File: config.mk
export PLATFORM = sky130hd
export DESIGN_NAME = run_detect_multi
export DESIGN_NICKNAME = d
export VERILOG_FILES = /design/src/rtl/run_detect_multi_pkg.sv /design/src/rtl/run_detect_ch.sv /design/src/rtl/run_detect_multi.sv
export SDC_FILE = /design/constraint.sdc
export NUM_CORES = 1
export LEC_CHECK = 0
export ABC_AREA = 1
export ABC_CLOCK_PERIOD_IN_PS = 1900
export BUFFER_PORTS_ARGS = -buffer_cell sky130_fd_sc_hd__buf_2
export CORE_UTILIZATION = 41
export CTS_BUF_LIST = sky130_fd_sc_hd__clkbuf_8
export DETAILED_ROUTE_END_ITERATION = 10
export GPL_TIMING_DRIVEN = 1
export PLACE_DENSITY_LB_ADDON = 0.12
export SLEW_MARGIN = 10
export SYNTH_ARGS = -nofsm -noshare
export SYNTH_HDL_FRONTEND = slang
export SYNTH_SLANG_ARGS = --single-unit
export TNS_END_PERCENT = 5
File: constraint.sdc
create_clock -name clk -period 1.9 [get_ports clk]
set_clock_uncertainty 0.15 [all_clocks]
set_input_delay 0.285 -clock clk [delete_from_list [all_inputs] [get_ports clk]]
set_output_delay 0.285 -clock clk [all_outputs]
set_load 0.01 [all_outputs]
File: src/rtl/run_detect_multi_pkg.sv
// Shared definitions for the multi-channel run-length detector:
// polarity mode encodings and the run qualification helper.
package run_detect_multi_pkg;

  localparam logic [1:0] MODE_ONES  = 2'b00;
  localparam logic [1:0] MODE_ZEROS = 2'b01;
  localparam logic [1:0] MODE_BOTH  = 2'b10;
  localparam logic [1:0] MODE_OFF   = 2'b11;

  function automatic logic qual(input logic [1:0] mode, input logic b);
    logic q;
    case (mode)
      MODE_ONES:  q = b;
      MODE_ZEROS: q = ~b;
      MODE_BOTH:  q = 1'b1;
      default:    q = 1'b0;
    endcase
    return q;
  endfunction

endpackage

File: src/rtl/run_detect_ch.sv
// One run-length detector channel: tracks the current run of identical bits,
// raises a level while qualified and a one-cycle pulse when the run first completes.
module run_detect_ch
  import run_detect_multi_pkg::*;
#(
  parameter int RUN_LEN = 4,
  parameter int CNT_W   = 8
) (
  input  logic             clk,
  input  logic             rst,
  input  logic             clear,
  input  logic             in_valid,
  input  logic             in,
  input  logic [1:0]       mode,
  output logic             out,
  output logic             pulse,
  output logic [CNT_W-1:0] hit_cnt
);

  localparam int RUN_W = $clog2(RUN_LEN + 1);
  localparam logic [RUN_W-1:0] RUN_MAX = RUN_W'(RUN_LEN);
  localparam logic [RUN_W-1:0] RUN_PRE = RUN_W'(RUN_LEN - 1);
  localparam logic [RUN_W-1:0] RUN_ONE = RUN_W'(1);

  function automatic logic [RUN_W-1:0] run_sat_inc(input logic [RUN_W-1:0] r);
    return (r == RUN_MAX) ? r : r + RUN_ONE;
  endfunction

  function automatic logic [CNT_W-1:0] cnt_sat_inc(input logic [CNT_W-1:0] c);
    return (&c) ? c : c + CNT_W'(1);
  endfunction

  logic             last_p1;
  logic [RUN_W-1:0] run_p1;
  logic             pulse_p1;
  logic [CNT_W-1:0] cnt_p1;

  logic             vld_p0;
  logic             same_p0;
  logic             hit_p0;
  logic             run_we_p0;
  logic [RUN_W-1:0] run_nxt_p0;

  // Stage p0: qualify the incoming sample against registered run state.
  // run==0 means no history, so the first sample always starts a fresh run.
  assign vld_p0     = in_valid & ~clear;
  assign same_p0    = (run_p1 != '0) && (in == last_p1);
  assign run_nxt_p0 = same_p0 ? run_sat_inc(run_p1) : RUN_ONE;
  assign hit_p0     = vld_p0 && same_p0 && (run_p1 == RUN_PRE) && qual(mode, in);
  assign run_we_p0  = vld_p0 | clear;

  // Stage p1: run/last register, written only on an accepted sample or clear.
  always_ff @(posedge clk or negedge rst) begin
    if (!rst) begin
      run_p1  <= '0;
      last_p1 <= 1'b0;
    end else if (run_we_p0) begin
      if (clear) begin
        run_p1  <= '0;
        last_p1 <= 1'b0;
      end else begin
        run_p1  <= run_nxt_p0;
        last_p1 <= in;
      end
    end
  end

  always_ff @(posedge clk or negedge rst) begin
    if (!rst) begin
      pulse_p1 <= 1'b0;
      cnt_p1   <= '0;
    end else begin
      pulse_p1 <= hit_p0;
      if (clear) begin
        cnt_p1 <= '0;
      end else if (hit_p0) begin
        cnt_p1 <= cnt_sat_inc(cnt_p1);
      end
    end
  end

  // Level output follows live mode, so a mode change shows up without a clock.
  assign out     = (run_p1 == RUN_MAX) & qual(mode, last_p1);
  assign pulse   = pulse_p1;
  assign hit_cnt = cnt_p1;

endmodule

File: src/rtl/run_detect_multi.sv
// Multi-channel run-length detector: N_CH independent channels sharing mode
// and clear, with per-channel hit counters packed into one bus.
module run_detect_multi #(
  parameter int N_CH    = 4,
  parameter int RUN_LEN = 4,
  parameter int CNT_W   = 8
) (
  input  logic                  clk,
  input  logic                  rst,
  input  logic                  clear,
  input  logic [N_CH-1:0]       in_valid,
  input  logic [N_CH-1:0]       in,
  input  logic [1:0]            mode,
  output logic [N_CH-1:0]       out,
  output logic [N_CH-1:0]       pulse,
  output logic [N_CH*CNT_W-1:0] hit_cnt
);

  for (genvar i = 0; i < N_CH; i++) begin : g_ch
    run_detect_ch #(
      .RUN_LEN (RUN_LEN),
      .CNT_W   (CNT_W)
    ) u_ch (
      .clk      (clk),
      .rst      (rst),
      .clear    (clear),
      .in_valid (in_valid[i]),
      .in       (in[i]),
      .mode     (mode),
      .out      (out[i]),
      .pulse    (pulse[i]),
      .hit_cnt  (hit_cnt[i*CNT_W +: CNT_W])
    );
  end

endmodule

## Word level (Yosys, flattened, before mapping)

Index checks and enable logic that the tools add are counted.

- Flip-flop bits (word level): 52
- Word-level logic and storage cells: 140

- $add $sub $neg: 8
- Equality and inequality tests: 22
- Muxes and demuxes: 36
- Bitwise operators: 21
- Reduce and logical (&&, ||, !) cells: 37

Operators with widths:

| operator | count |
|---|---|
| 2-to-1 mux 8 bit | 12 |
| 2-to-1 mux 3 bit | 12 |
| adder 8 x 1 -> 8 bit, second input constant | 4 |
| AND reduction 8 bit | 4 |
| case mux 1 bit (3 select lines) | 8 |
| logical AND 1 bit | 16 |
| AND reduction 2 bit | 8 |
| adder 3 x 1 -> 3 bit, second input constant | 4 |
| == test 3 x 2 -> 1 bit, second input constant | 4 |
| == test 3 bit, second input constant | 4 |
| != test 3 bit, second input constant | 4 |
| nonzero test 3 bit | 4 |
| inverter 1 bit | 9 |
| AND 1 bit | 8 |
| != test 2 bit, second input constant | 4 |
| nonzero test 2 bit | 4 |
| == test 1 bit | 4 |
| 2-to-1 mux 1 bit | 4 |
| bitwise OR 1 bit | 4 |
| == test 2 x 1 -> 1 bit, second input constant | 1 |
| == test 2 bit, second input constant | 1 |
| logical NOT 2 bit | 1 |

## Longest topological paths before layout

Gate-level depths: netlist of the first run.

- Depth in word-level cells: 7
- Gate-level depth with buffers: 10

## Hierarchy

A second synthesis of the first run with hierarchy kept.

- Cell total of the unflattened synthesis: 485
- Area, all modules: 3580.9 µm²

By module, submodules not included:

| module | times used | cells each | area an instance (µm²) | sequential area each (µm²) |
|---|---|---|---|---|
| run_detect_ch (g_ch[0].u_ch ...) | 3 | 121 | 898.4 | 325.3 |
| run_detect_ch (g_ch[2].u_ch) | 1 | 122 | 885.8 | 325.3 |

## Worst setup path after synthesis of the first run

No wires, ideal clock.

- Kind: reg-to-reg
- Start: reg g_ch[0].u_ch.cnt_p1[0]
- End: reg g_ch[0].u_ch.cnt_p1[0]
- Library setup time: 0.117 ns
- Arrival: 1.283 ns
- Path slack: 0.350 ns
- Stages on the path, launching flop included: 9
- Buffers on the path: 0
- Clock period less this slack: 1.550 ns
- Path through: dfrtp_1 > ha_1 > nand2_1 > nor2_1 > nand3b_1 > nand3_4 > nand2_4 > nand2_1 > nand2_1

- Longest elaborated chain between the ends: 4
- Elaborated cells between the ends (all ways): 7
- Classes of those cells: add/sub (1); eq/ne (1); mux (3); reduce/logical (2)

Ends and longest elaborated chain:

| element | line | RTL |
|---|---|---|
| start: declaration | run_detect_ch.sv:36 | `logic [CNT_W-1:0] cnt_p1;` |
| start signal: assignment | run_detect_ch.sv:77 | `cnt_p1 <= cnt_sat_inc(cnt_p1);` |
| adder 8 x 1 -> 8 bit | run_detect_ch.sv:30 | `return (&c) ? c : c + CNT_W'(1);` |
| 2-to-1 mux 8 bit | run_detect_ch.sv:30 |  |
| 2-to-1 mux 8 bit | run_detect_ch.sv:76 | `end else if (hit_p0) begin` |
| 2-to-1 mux 8 bit | run_detect_ch.sv:74 | `if (clear) begin` |

Several ways; a longest one is shown, not always the timed one. The select of a mux whose other input is x is not followed.
A chain may end at the register's enable or synchronous reset.

## Final worst setup path of the first run

- Start: reg g_ch[0].u_ch.run_p1[1]
- End: out out[0]

- Longest elaborated chain between the ends: 2

Ends and longest elaborated chain:

| element | line | RTL |
|---|---|---|
| start: declaration | run_detect_ch.sv:34 | `logic [RUN_W-1:0] run_p1;` |
| start signal: assignment | run_detect_ch.sv:62 | `run_p1 <= run_nxt_p0;` |
| == test 3 bit | run_detect_ch.sv:83 | `assign out = (run_p1 == RUN_MAX) & qual(mode, last_p1);` |
| AND 1 bit | run_detect_ch.sv:83 |  |
| end: declaration | run_detect_multi.sv:14 | `output logic [N_CH-1:0] out,` |

Every way passes these cells.

==> flow_summary.rst, run 1 <==
.. list-table::
   :header-rows: 1

   * - Metric
     - Value
   * - Run status
     - finished, final reports clean
   * - Timing endpoint of the critical path
     - out[0]
   * - Kind of path behind the tightest hold check
     - in2reg
   * - Total detailed-routing wirelength
     - around 8000 µm
   * - Clk pin slew, worst setup/hold paths
     - around 0.1 ns
   * - Floorplan die area
     - 0.008893 mm²
   * - YS warnings
     - 0
   * - Relative slew slack
     - about four fifths
   * - Count of antenna-violating nets left after detailed routing
     - 0
   * - Maximum number of buffers from clock root to sink
     - 2
   * - Remaining Overflow, GRT
     - 0
   * - Reg2reg start
     - g_ch[0].u_ch.run_p1[0]
   * - Critical path depth in cells
     - 7
   * - Drc violations
     - 0
   * - Crit path required time
     - approximately 1.5 ns
   * - Starting density of the core
     - a little over two fifths
   * - Critical Path Start Type
     - flop
   * - Unrepaired setup endpoints after global routing
     - true
   * - Fraction of the cycle the final worst path needs
     - a little over nine tenths
   * - Post-synthesis sequential element count
     - between 50 and 60
   * - Area growth from synthesis to layout
     - 16.76%
   * - GPL Wtd Cong
     - about 0.83
   * - Top fanout value on the critical path
     - 3
   * - Die W
     - ~94 µm
   * - Async set-reset flop share out of synthesis
     - 100.0%
   * - Final layout net count
     - approximately 570
   * - Dominant delay contributor by cell family on the critical path
     - flip-flops
   * - Final hold vios
     - 0
   * - Post-DP HPWL
     - 5637 µm
   * - RR Endpoint
     - g_ch[0].u_ch.hit_cnt[6]
   * - Prevailing post-synth register cell
     - sky130_fd_sc_hd__dfrtp_1
   * - H-tree depth
     - 2
   * - Launch point of the worst path
     - g_ch[0].u_ch.run_p1[1]
   * - Number of placement rows
     - 33
   * - Number of stages on the worst hold path
     - 3
   * - Area share of the leading cell type in the synthesized netlist
     - 37.25%
   * - Synthesized Nets
     - roughly 510
   * - Cell-by-cell listing of the critical path
     - inv_1, ha_2, nand2_2, a21oi_2, o21ai_1, inv_1, buf_2
   * - Most used cells in the layout excluding fill and tap cells
     - sky130_fd_sc_hd__nand2_1, sky130_fd_sc_hd__nand3_1, sky130_fd_sc_hd__nor2_1, sky130_fd_sc_hd__dfrtp_1, sky130_fd_sc_hd__buf_2
   * - Most common cell after layout, fill and taps aside
     - sky130_fd_sc_hd__nand2_1
   * - Iteration count of the initial detailed-routing pass
     - 4
   * - Standard cell core area
     - between 0.008 and 0.009 mm²
   * - Most numerous cell on the critical path
     - sky130_fd_sc_hd__inv_1
   * - Number of max-cap violations
     - 0
   * - Register-to-register path setup slack
     - ~0.14 ns
   * - Min cycle time layout
     - about 1.8 ns
   * - TritonCTS clock tree
     - built
   * - I/O pins
     - 53
   * - Final slew viol count
     - 0
   * - Number of diodes
     - 0
   * - Utilization of the core after routing
     - 49.64%
   * - TritonCTS buffer count
     - 5
   * - Routed length per instance
     - between 10 and 15 µm
   * - Type of the setup path with the least slack
     - reg2out
   * - Worst setup slack after layout
     - ~0.06 ns
   * - Maximum clock frequency
     - ~540 MHz
   * - Cells taking the most area after synthesis
     - sky130_fd_sc_hd__dfrtp_1, sky130_fd_sc_hd__nand2_1, sky130_fd_sc_hd__nand3_1
   * - Quantity of I/O buffers inserted on ports
     - 52
   * - Power per unit of standard cell area
     - 527.6 mW/mm²
   * - Bufs and invs on worst path
     - 3
   * - CP Capture Type
     - output pin
   * - Cells after synthesis
     - 478
   * - Sequential element share of the synthesized area
     - 37.25%
   * - Number of DRC violations after detailed-routing iteration 0
     - roughly 180
   * - Highest-delay cell along the critical path
     - sky130_fd_sc_hd__dfrtp_1
   * - Insertion delay of the later-clocked pin in the worst-skew pair
     - between 0.3 and 0.4 ns
   * - Via count
     - roughly 3100
   * - Worst reg2reg path depth
     - 10
   * - Count of distinct cell types in the synthesized netlist
     - 34
   * - Antenna violations before repair
     - 0
   * - Maximum number of pins on one net before global-route repair
     - 53
   * - Biggest cell delay along the critical path
     - between 0.4 and 0.5 ns
   * - Die Height
     - approximately 94 µm
   * - Placement Setup Slack
     - 0.2074 ns
   * - Reg area
     - 0.001301 mm²
   * - Post-Syn Area per Cell
     - between 7 and 8 µm²
   * - Netlist area before placement
     - 0.003493 mm²
   * - Number of global-route vias before repair
     - around 3000
   * - Root Driver
     - sky130_fd_sc_hd__clkbuf_8
   * - Final-report setup violation count
     - 0
   * - Endpoint arrival time on the critical path
     - about 1.4 ns
   * - Global router's overall resource usage
     - about a fifth
   * - Dominant cell type by area after synthesis
     - sky130_fd_sc_hd__dfrtp_1
   * - Multi-input logic area
     - 0.001939 mm²
   * - First-pass GRT wire length
     - ~14000 µm
   * - Maximum ir drop on the vdd rail
     - approximately 270 µV
   * - Total clock sinks
     - between 50 and 60
   * - Ratio of cells with drive above 1 in the final layout
     - 23.05%
   * - Filler cells
     - about 840
   * - Total leakage power
     - 2.158 nW
   * - Worst Tran Pin Value
     - 0.3099 ns
   * - Vias per cell
     - 4.857
   * - EDFF count, synth
     - 0
[state kept, by name, summed over array words and instances (netlist names)]
| signal | flops |
|---|---|
| g_ch.u_ch.pulse | 4 |
| g_ch.u_ch.hit_cnt | 32 |
| g_ch.u_ch.run_p1 | 12 |
| g_ch.u_ch.last_p1 | 4 |
[cells by family (layout without fill, tap and decap cells)]
| family | count (synthesis) | count (layout) | synth area share (%) |
|---|---|---|---|
| AND/OR/NAND/NOR | 294 | 294 | 39.83 |
| adder cells (fa/ha/maj) | 16 | 16 | 5.731 |
| AO/OA/AOI/OAI | 35 | 35 | 5.480 |
| flip-flops | 52 | 52 | 37.25 |
| XOR/XNOR | 10 | 10 | 2.507 |
| buffers and inverters | 71 | 131 | 9.205 |
[synth_stat cells, types with 2 or more instances]
master and count:
sky130_fd_sc_hd__xnor2_1 4, sky130_fd_sc_hd__o21ai_1 2, sky130_fd_sc_hd__buf_2 2, sky130_fd_sc_hd__o21ai_2 2
sky130_fd_sc_hd__a21oi_1 6, sky130_fd_sc_hd__nand2_4 5, sky130_fd_sc_hd__dfrtp_1 52, sky130_fd_sc_hd__clkbuf_1 3
sky130_fd_sc_hd__o21bai_1 2, sky130_fd_sc_hd__xor2_1 6, sky130_fd_sc_hd__nand3_4 3, sky130_fd_sc_hd__nand3b_1 3
sky130_fd_sc_hd__nand2_2 6, sky130_fd_sc_hd__nor2_4 5, sky130_fd_sc_hd__inv_1 50, sky130_fd_sc_hd__o21ai_0 21
sky130_fd_sc_hd__nor3_1 8, sky130_fd_sc_hd__nand3_2 3, sky130_fd_sc_hd__nand3_1 55, sky130_fd_sc_hd__nor2_1 52
sky130_fd_sc_hd__inv_2 4, sky130_fd_sc_hd__buf_4 8, sky130_fd_sc_hd__nand2_1 147, sky130_fd_sc_hd__buf_6 3
sky130_fd_sc_hd__ha_1 16, sky130_fd_sc_hd__or2_2 2
[per-layer routing]
layer  up-vias  routed length, µm  GRT usage [%]
li1       1621                  -              -
met1      1452               4048          27.07
met2        41               3700          32.55
met3         9                203          3.074
met4         0                 88          4.615
met5         -                  0              0
[worst min-delay path by stage]
stage / startpoint / to / slack, ns
4_1_cts: in_valid[2] / g_ch[2].u_ch.last_p1 / 0.08
2_1_floorplan: rst / g_ch[0].u_ch.hit_cnt[0] / -0.16
3_3_place_gp: rst / g_ch[2].u_ch.run_p1[1] / 0.16
5_1_grt: in[2] / g_ch[2].u_ch.last_p1 / 0.1
6_report: in[2] / g_ch[2].u_ch.last_p1 / 0.09
3_5_place_dp: rst / g_ch[2].u_ch.run_p1[1] / 0.16
[final cells by class]
cell class              instances  area share (%)
clock inverters                 3          0.4908
clock buffers                   5           1.687
repair buffers                 69           10.18
flip-flops and latches         52           31.90
well taps                     105           3.221
inverters                      54           4.969
multi-input cells             355           47.55
[worst reg2reg max path, stage by stage (launching register included)]
cell and delay (ns):
sky130_fd_sc_hd__dfrtp_1 0.40, sky130_fd_sc_hd__buf_4 0.13, sky130_fd_sc_hd__buf_4 0.13, sky130_fd_sc_hd__ha_1 0.19, sky130_fd_sc_hd__ha_1 0.19, sky130_fd_sc_hd__nand3_2 0.10, sky130_fd_sc_hd__nor2_4 0.05, sky130_fd_sc_hd__nand3_4 0.11
sky130_fd_sc_hd__nand2_4 0.10, sky130_fd_sc_hd__nand2_1 0.07, sky130_fd_sc_hd__nand2_1 0.05
[where the power goes]
group	switching, W	internal [W]	total, W	leakage [nW]
logic	0.000209	0.000124	0.000333	1.40
registers	0.0000277	0.00113	0.00116	0.711
clock network	0.000400	0.000258	0.000659	0.0455
[through the flow]
stage               area (µm²)  cells  TNS (ns)  power, W  hold slack [ns]
floorplan                 3493    478         0  0.001362          -0.1606
global placement          3851    626         0  0.001466           0.1589
detailed placement        3851    626         0  0.001471           0.1596
CTS                       3968    637         0  0.002143          0.07966
global route              4079    643  -0.03867  0.002262          0.09660
finish                    4079    643         0  0.002152          0.08873
[timing repair]
item                                    CTS  global route
hold buffers                              1             0
pin swaps                                 0             3
gates resized for setup                   2            21
buffers inserted                          2             6
hold endpoints to repair                 52             0
endpoints found under the setup margin    3             6
Note: power is estimated with default switching activity, not from simulation.
==> run 2, diff against run 1 <==
--- a/config.mk
+++ b/config.mk
@@ -8,6 +8,7 @@
 export ABC_AREA = 1
 export ABC_CLOCK_PERIOD_IN_PS = 1900
 export BUFFER_PORTS_ARGS = -buffer_cell sky130_fd_sc_hd__buf_2
+export CORE_ASPECT_RATIO = 1.5
 export CORE_UTILIZATION = 41
 export CTS_BUF_LIST = sky130_fd_sc_hd__clkbuf_8
 export DETAILED_ROUTE_END_ITERATION = 10
==> run 2 against run 1 <==
Combinational power barely moved. Global-route usage down 1.0 points. Clock power up 27%. Worst hold slack improved by 0.017 ns. Sequential share of layout area shrank 0.26 points. Maximum frequency rose by 0.61%. Critical path depth is the same. Sequential power is essentially flat. Critical path type unchanged. Critical endpoint is now out[1]. Largest cell class unchanged. Highest routed layer unchanged.
==> flow_summary.rst, run 2 (same netlist as run 1, synthesis figures left out) <==
.. list-table::
   :header-rows: 1

   * - Metric
     - Value
   * - Total detailed-routing wirelength
     - between 7000 and 8000 µm
   * - I/O pins
     - 53
   * - Fraction of the cycle the final worst path needs
     - 96.19%
   * - Remaining Overflow, GRT
     - 0
   * - Type of the setup path with the least slack
     - reg2out
   * - Top fanout value on the critical path
     - 3
   * - Post-place instance area
     - around 0.0039 mm²
   * - Ratio of cells with drive above 1 in the final layout
     - between 20% and 30%
   * - First-pass GRT wire length
     - about 13000 µm
   * - Number of DRC violations after detailed-routing iteration 0
     - about 160
   * - Total clock sinks
     - 52
   * - Maximum number of buffers from clock root to sink
     - 2
   * - Min cycle time layout
     - between 1.5 and 2 ns
   * - Final-report setup violation count
     - 0
   * - Iteration count of the initial detailed-routing pass
     - 4
   * - Most used cells in the layout excluding fill and tap cells
     - sky130_fd_sc_hd__nand2_1, sky130_fd_sc_hd__nand3_1, sky130_fd_sc_hd__nor2_1, sky130_fd_sc_hd__buf_2, sky130_fd_sc_hd__dfrtp_1
   * - H-tree depth
     - 2
   * - Area growth from synthesis to layout
     - 17.84%
   * - Max FFs per register
     - 32
   * - Critical Path Start Type
     - flop
   * - Endpoint arrival time on the critical path
     - 1.39 ns
   * - Run status
     - finished, final reports clean
   * - Vias per cell
     - about 4.9
   * - Total leakage power
     - around 2.2 nW
   * - Start point of the worst hold path
     - in[0]
   * - GPL Wtd Cong
     - ~0.84
   * - Final layout net count
     - between 500 and 600
   * - Clk pin slew, worst setup/hold paths
     - 0.10 ns
   * - Standard cell core area
     - 0.008158 mm²
   * - Drc violations
     - 0
   * - Via count
     - ~3200
   * - TritonCTS clock tree
     - built
   * - TritonCTS buffer count
     - 5
   * - CP Capture Type
     - output pin
   * - Aggregate negative setup slack
     - 0 ns
   * - Utilization of the core after routing
     - between 50% and 60%
   * - Root Driver
     - sky130_fd_sc_hd__clkbuf_8
   * - Routed length per instance
     - between 10 and 15 µm
   * - Reg2reg start
     - g_ch[2].u_ch.run_p1[0]
   * - Most common cell after layout, fill and taps aside
     - sky130_fd_sc_hd__nand2_1
   * - Count of antenna-violating nets left after detailed routing
     - 0
   * - Worst Tran Pin Value
     - between 0.4 and 0.5 ns
   * - Kind of path behind the tightest hold check
     - in2reg
   * - Post-DP HPWL
     - about 5700 µm
   * - Worst reg2reg path depth
     - 9
   * - Maximum number of pins on one net before global-route repair
     - 38
   * - Total Power Consumption
     - between 0.002 and 0.0025 W
   * - Floorplan die area
     - a little under 0.009 mm²
   * - Relative slew slack
     - 67.85%
   * - Insertion delay of the later-clocked pin in the worst-skew pair
     - between 0.3 and 0.4 ns
   * - Quantity of I/O buffers inserted on ports
     - 52
   * - Maximum clock frequency
     - about 550 MHz
   * - Starting density of the core
     - between 40% and 50%
   * - Number of max-cap violations
     - 0
   * - Number of global-route vias before repair
     - around 3000
   * - Crit path required time
     - between 1 and 1.5 ns
   * - RR Endpoint
     - g_ch[2].u_ch.hit_cnt[4]
   * - Register-to-register path setup slack
     - between 0.1 and 0.15 ns
   * - Final standard cell area without fillers
     - between 0.004 and 0.005 mm²
   * - Number of diodes
     - 0
   * - Hold Path End
     - g_ch[0].u_ch.last_p1
   * - Number of stages on the worst hold path
     - 3
   * - Number of placement rows
     - 40
   * - Die W
     - around 77 µm
   * - Unrepaired setup endpoints after global routing
     - true
   * - Final slew viol count
     - 0
   * - Power per unit of standard cell area
     - roughly 570 mW/mm²
   * - Antenna violations before repair
     - 0
   * - Global router's overall resource usage
     - a little under a fifth
   * - Maximum ir drop on the vdd rail
     - slightly below 300 µV
   * - Final hold vios
     - 0
   * - Post-Route Hold Slack
     - about 0.11 ns
   * - Die Height
     - around 120 µm
-- run 2: report_power, final --
group          leakage (nW)  switching [W]  internal [W]  total [W]
combinational          1.40       0.000213      0.000123   0.000335
clock                0.0645       0.000375      0.000465   0.000840
sequential            0.710      0.0000256       0.00113    0.00116
total                  2.18       0.000613       0.00172    0.00233
-- run 2: critical path: stages (launching register included) --
cell and delay, ns:
sky130_fd_sc_hd__dfrtp_1 0.41, sky130_fd_sc_hd__inv_1 0.10, sky130_fd_sc_hd__ha_4 0.14, sky130_fd_sc_hd__nand2_1 0.06, sky130_fd_sc_hd__a21oi_1 0.10, sky130_fd_sc_hd__o21ai_1 0.09
sky130_fd_sc_hd__inv_1 0.06, sky130_fd_sc_hd__buf_2 0.12
-- run 2: cell type report --
type	instances	area [µm²]
tap	105	131.4
clock buffer	7	96.34
fill	834	4041
sequential	52	1303
multi-input combinational	356	1948
timing repair buffer	66	405.4
clock inverter	1	30.03
inverter	54	202.7
-- run 2: per-layer routing --
layer / share of wire, % / GRT usage (%)
met5: 0 / 0
met4: 2.2 / 7.547
met3: 3.2 / 2.619
met2: 50 / 32.92
met1: 44 / 22.84
-- run 2: what timing repair did --
action,4_1_cts,5_1_grt
pin swaps,0,2
setup endpoints to repair,1,6
endpoints found under the hold margin,15,0
buffers inserted,0,6
gates resized for setup,2,21
gates cloned,0,1
hold buffers,1,0
-- run 2: metrics by stage --
step | setup WS, ns | std cells
after floorplan | 0.3505 | 478
after global placement | 0.2428 | 625
after detailed placement | 0.1957 | 625
after CTS | 0.006665 | 634
after global routing | -0.01841 | 641
final | 0.07248 | 641
-- run 2: how the worst max path moves through the flow --
stage	slack, ns	depth (start not counted)	startpoint	end
3_3_place_gp	0.24	8	g_ch[0].u_ch.hit_cnt[1]	g_ch[0].u_ch.hit_cnt[6]
3_5_place_dp	0.20	8	g_ch[1].u_ch.hit_cnt[0]	g_ch[1].u_ch.hit_cnt[3]
6_report	0.07	7	g_ch[1].u_ch.run_p1[1]	out[1]
5_1_grt	-0.02	7	g_ch[1].u_ch.run_p1[0]	out[1]
4_1_cts	0.007	7	g_ch[0].u_ch.run_p1[0]	out[0]
2_1_floorplan	0.35	8	g_ch[0].u_ch.hit_cnt[0]	g_ch[0].u_ch.hit_cnt[0]
==> run 3, diff against run 2 <==
--- a/config.mk
+++ b/config.mk
@@ -9,6 +9,7 @@
 export ABC_CLOCK_PERIOD_IN_PS = 1900
 export BUFFER_PORTS_ARGS = -buffer_cell sky130_fd_sc_hd__buf_2
 export CORE_ASPECT_RATIO = 1.5
+export CORE_MARGIN = 2
 export CORE_UTILIZATION = 41
 export CTS_BUF_LIST = sky130_fd_sc_hd__clkbuf_8
 export DETAILED_ROUTE_END_ITERATION = 10
==> run 3 against run 2 <==
Clock power grew 0.5%. Worst setup slack gained 0.013 ns. Die area grew 4.4%. Sequential share of layout area grew 0.24 points. Cell area shrank 0.85%. Utilization shrank 1.6 points. Non-clock buffer count grew 2. Maximum frequency grew 0.71%. Wire length shrank 0.41%. Via count shrank 0.83%. Register-to-register slack gained 0.02 ns. Power shrank 0.23%. Largest power group unchanged.
==> flow_summary.rst, run 3 (same netlist as run 1, synthesis figures left out) <==
.. list-table::
   :header-rows: 1

   * - Metric
     - Value
   * - Relative slew slack
     - roughly 65%
   * - Number of placement rows
     - 41
   * - H-tree depth
     - 2
   * - Number of placed instances, taps included
     - 630
   * - Worst reg2reg path depth
     - 10
   * - Clk pin slew, worst setup/hold paths
     - roughly 0.10 ns
   * - Antenna violations before repair
     - 0
   * - Quantity of I/O buffers inserted on ports
     - between 50 and 60
   * - Placement Setup Slack
     - about 0.17 ns
   * - TritonCTS buffer count
     - 5
   * - Iteration count of the initial detailed-routing pass
     - 4
   * - Kind of path behind the tightest hold check
     - in2reg
   * - Starting density of the core
     - 41.78%
   * - Fraction of the cycle the final worst path needs
     - 95.50%
   * - Number of DRC violations after detailed-routing iteration 0
     - between 150 and 200
   * - Floorplan die area
     - 0.009290 mm²
   * - Worst Tran Pin Value
     - between 0.5 and 0.6 ns
   * - Max FFs per register
     - 32
   * - Start point of the worst hold path
     - in[1]
   * - Type of the setup path with the least slack
     - reg2out
   * - Maximum number of pins on one net before global-route repair
     - 27
   * - I/O pins
     - 53
   * - Number of diodes
     - 0
   * - Die Height
     - roughly 120 µm
   * - GPL Wtd Cong
     - between 0.8 and 0.9
   * - Drc violations
     - 0
   * - Remaining Overflow, GRT
     - 0
   * - Post-place instance area
     - 0.003856 mm²
   * - Final layout net count
     - between 500 and 600
   * - Post-Route Hold Slack
     - 0.07851 ns
   * - Count of antenna-violating nets left after detailed routing
     - 0
   * - Aggregate negative setup slack
     - 0 ns
   * - First-pass GRT wire length
     - approximately 14000 µm
   * - Min cycle time layout
     - about 1.8 ns
   * - Final hold vios
     - 0
   * - Vias per cell
     - 4.851
   * - Top fanout value on the critical path
     - 3
   * - Routed length per instance
     - between 10 and 15 µm
   * - Final slew viol count
     - 0
   * - Ratio of cells with drive above 1 in the final layout
     - 22.35%
   * - Maximum clock frequency
     - ~550 MHz
   * - Final standard cell area without fillers
     - ~0.0041 mm²
   * - Crit path required time
     - between 1 and 1.5 ns
   * - TritonCTS clock tree
     - built
   * - Total detailed-routing wirelength
     - between 7000 and 8000 µm
   * - Via count
     - 3124
   * - Global router's overall resource usage
     - 18.65%
   * - Power per unit of standard cell area
     - around 570 mW/mm²
   * - Most common cell after layout, fill and taps aside
     - sky130_fd_sc_hd__nand2_1
   * - Total leakage power
     - approximately 2.2 nW
   * - Post-DP HPWL
     - roughly 5900 µm
   * - Worst setup slack after layout
     - 0.08546 ns
   * - Unrepaired setup endpoints after global routing
     - true
   * - Final cell count without fillers
     - 644
   * - Endpoint arrival time on the critical path
     - ~1.4 ns
   * - Run status
     - finished, final reports clean
   * - CP Capture Type
     - output pin
   * - Critical Path Start Type
     - flop
   * - Number of global-route vias before repair
     - 2998
   * - Total clock sinks
     - 52
   * - Area growth from synthesis to layout
     - 16.83%
   * - Launch point of the worst path
     - g_ch[3].u_ch.run_p1[0]
   * - Maximum number of buffers from clock root to sink
     - 2
   * - Most used cells in the layout excluding fill and tap cells
     - sky130_fd_sc_hd__nand2_1, sky130_fd_sc_hd__nand3_1, sky130_fd_sc_hd__dfrtp_1, sky130_fd_sc_hd__buf_2, sky130_fd_sc_hd__nor2_1
   * - Standard cell core area
     - approximately 0.0084 mm²
   * - Maximum ir drop on the vdd rail
     - roughly 370 µV
   * - Root Driver
     - sky130_fd_sc_hd__clkbuf_8
   * - Number of stages on the worst hold path
     - 3
   * - Insertion delay of the later-clocked pin in the worst-skew pair
     - just over 0.3 ns
   * - Number of max-cap violations
     - 0
   * - Reg2reg start
     - g_ch[3].u_ch.run_p1[1]
   * - Final-report setup violation count
     - 0
   * - Die W
     - 79.37 µm
## run 3: cell types whose count changed in the layout (fill, tap and decap cells not counted), moves of 2 or more
cell,delta
sky130_fd_sc_hd__buf_12,-2
sky130_fd_sc_hd__nand2_4,-2
sky130_fd_sc_hd__nor2_2,+2
sky130_fd_sc_hd__buf_4,+4
sky130_fd_sc_hd__nand2_2,+2
## run 3: metrics by stage
stage | power, W | util, %
6_report | 0.002329 | 48.81
4_1_cts | 0.002334 | 47.78
3_3_place_gp | 0.001475 | 46.12
3_5_place_dp | 0.001479 | 46.12
2_1_floorplan | 0.001362 | -
5_1_grt | 0.002452 | 48.81
## run 3: path summary, 6_finish.rpt
path                                            to  slack [ns]
max                                         out[3]        0.09
min                           g_ch[1].u_ch.last_p1        0.08
max reg2reg                g_ch[3].u_ch.hit_cnt[6]        0.15
min reg2reg                 g_ch[1].u_ch.run_p1[1]        0.38
max in group asynchronous  g_ch[1].u_ch.hit_cnt[7]        0.75
min in group asynchronous  g_ch[3].u_ch.hit_cnt[2]        0.32
## run 3: layout make-up
type | count | area, µm²
Tap cell | 107 | 133.9
Fill cell | 870 | 4280
Multi-Input combinational cell | 355 | 1922
Inverter | 54 | 202.7
Clock buffer | 7 | 96.34
Sequential cell | 52 | 1301
Timing Repair Buffer | 68 | 395.4
Clock inverter | 1 | 30.03
## run 3: repair_timing
item | CTS | global route
resized for setup | 1 | 18
hold endpoints to repair | 19 | 0
hold buffers | 1 | 0
pin swaps | 0 | 1
setup buffers | 0 | 5
endpoints found under the setup margin | 1 | 10
## run 3: worst max-delay path, cell delays in order, from the launching register on
cell                      delay, ns
sky130_fd_sc_hd__dfrtp_1       0.41
sky130_fd_sc_hd__inv_1         0.12
sky130_fd_sc_hd__ha_4          0.15
sky130_fd_sc_hd__nand2_1       0.05
sky130_fd_sc_hd__a21oi_1       0.10
sky130_fd_sc_hd__o21ai_1       0.07
sky130_fd_sc_hd__inv_1         0.05
sky130_fd_sc_hd__buf_2         0.12
## run 3: routing by layer
metal | GRT usage [%] | up-vias | wire length (µm)
met5 | 0 | - | 0
li1 | - | 1619 | -
met2 | 31.69 | 57 | 3883
met3 | 3.758 | 8 | 288
met4 | 6.552 | 0 | 127
met1 | 23.62 | 1440 | 3638
## run 3: power breakdown
group | internal [W] | switching [W]
clock network | 0.000465 | 0.000379
logic | 0.000119 | 0.000209
registers | 0.00113 | 0.0000245
total | 0.00172 | 0.000612
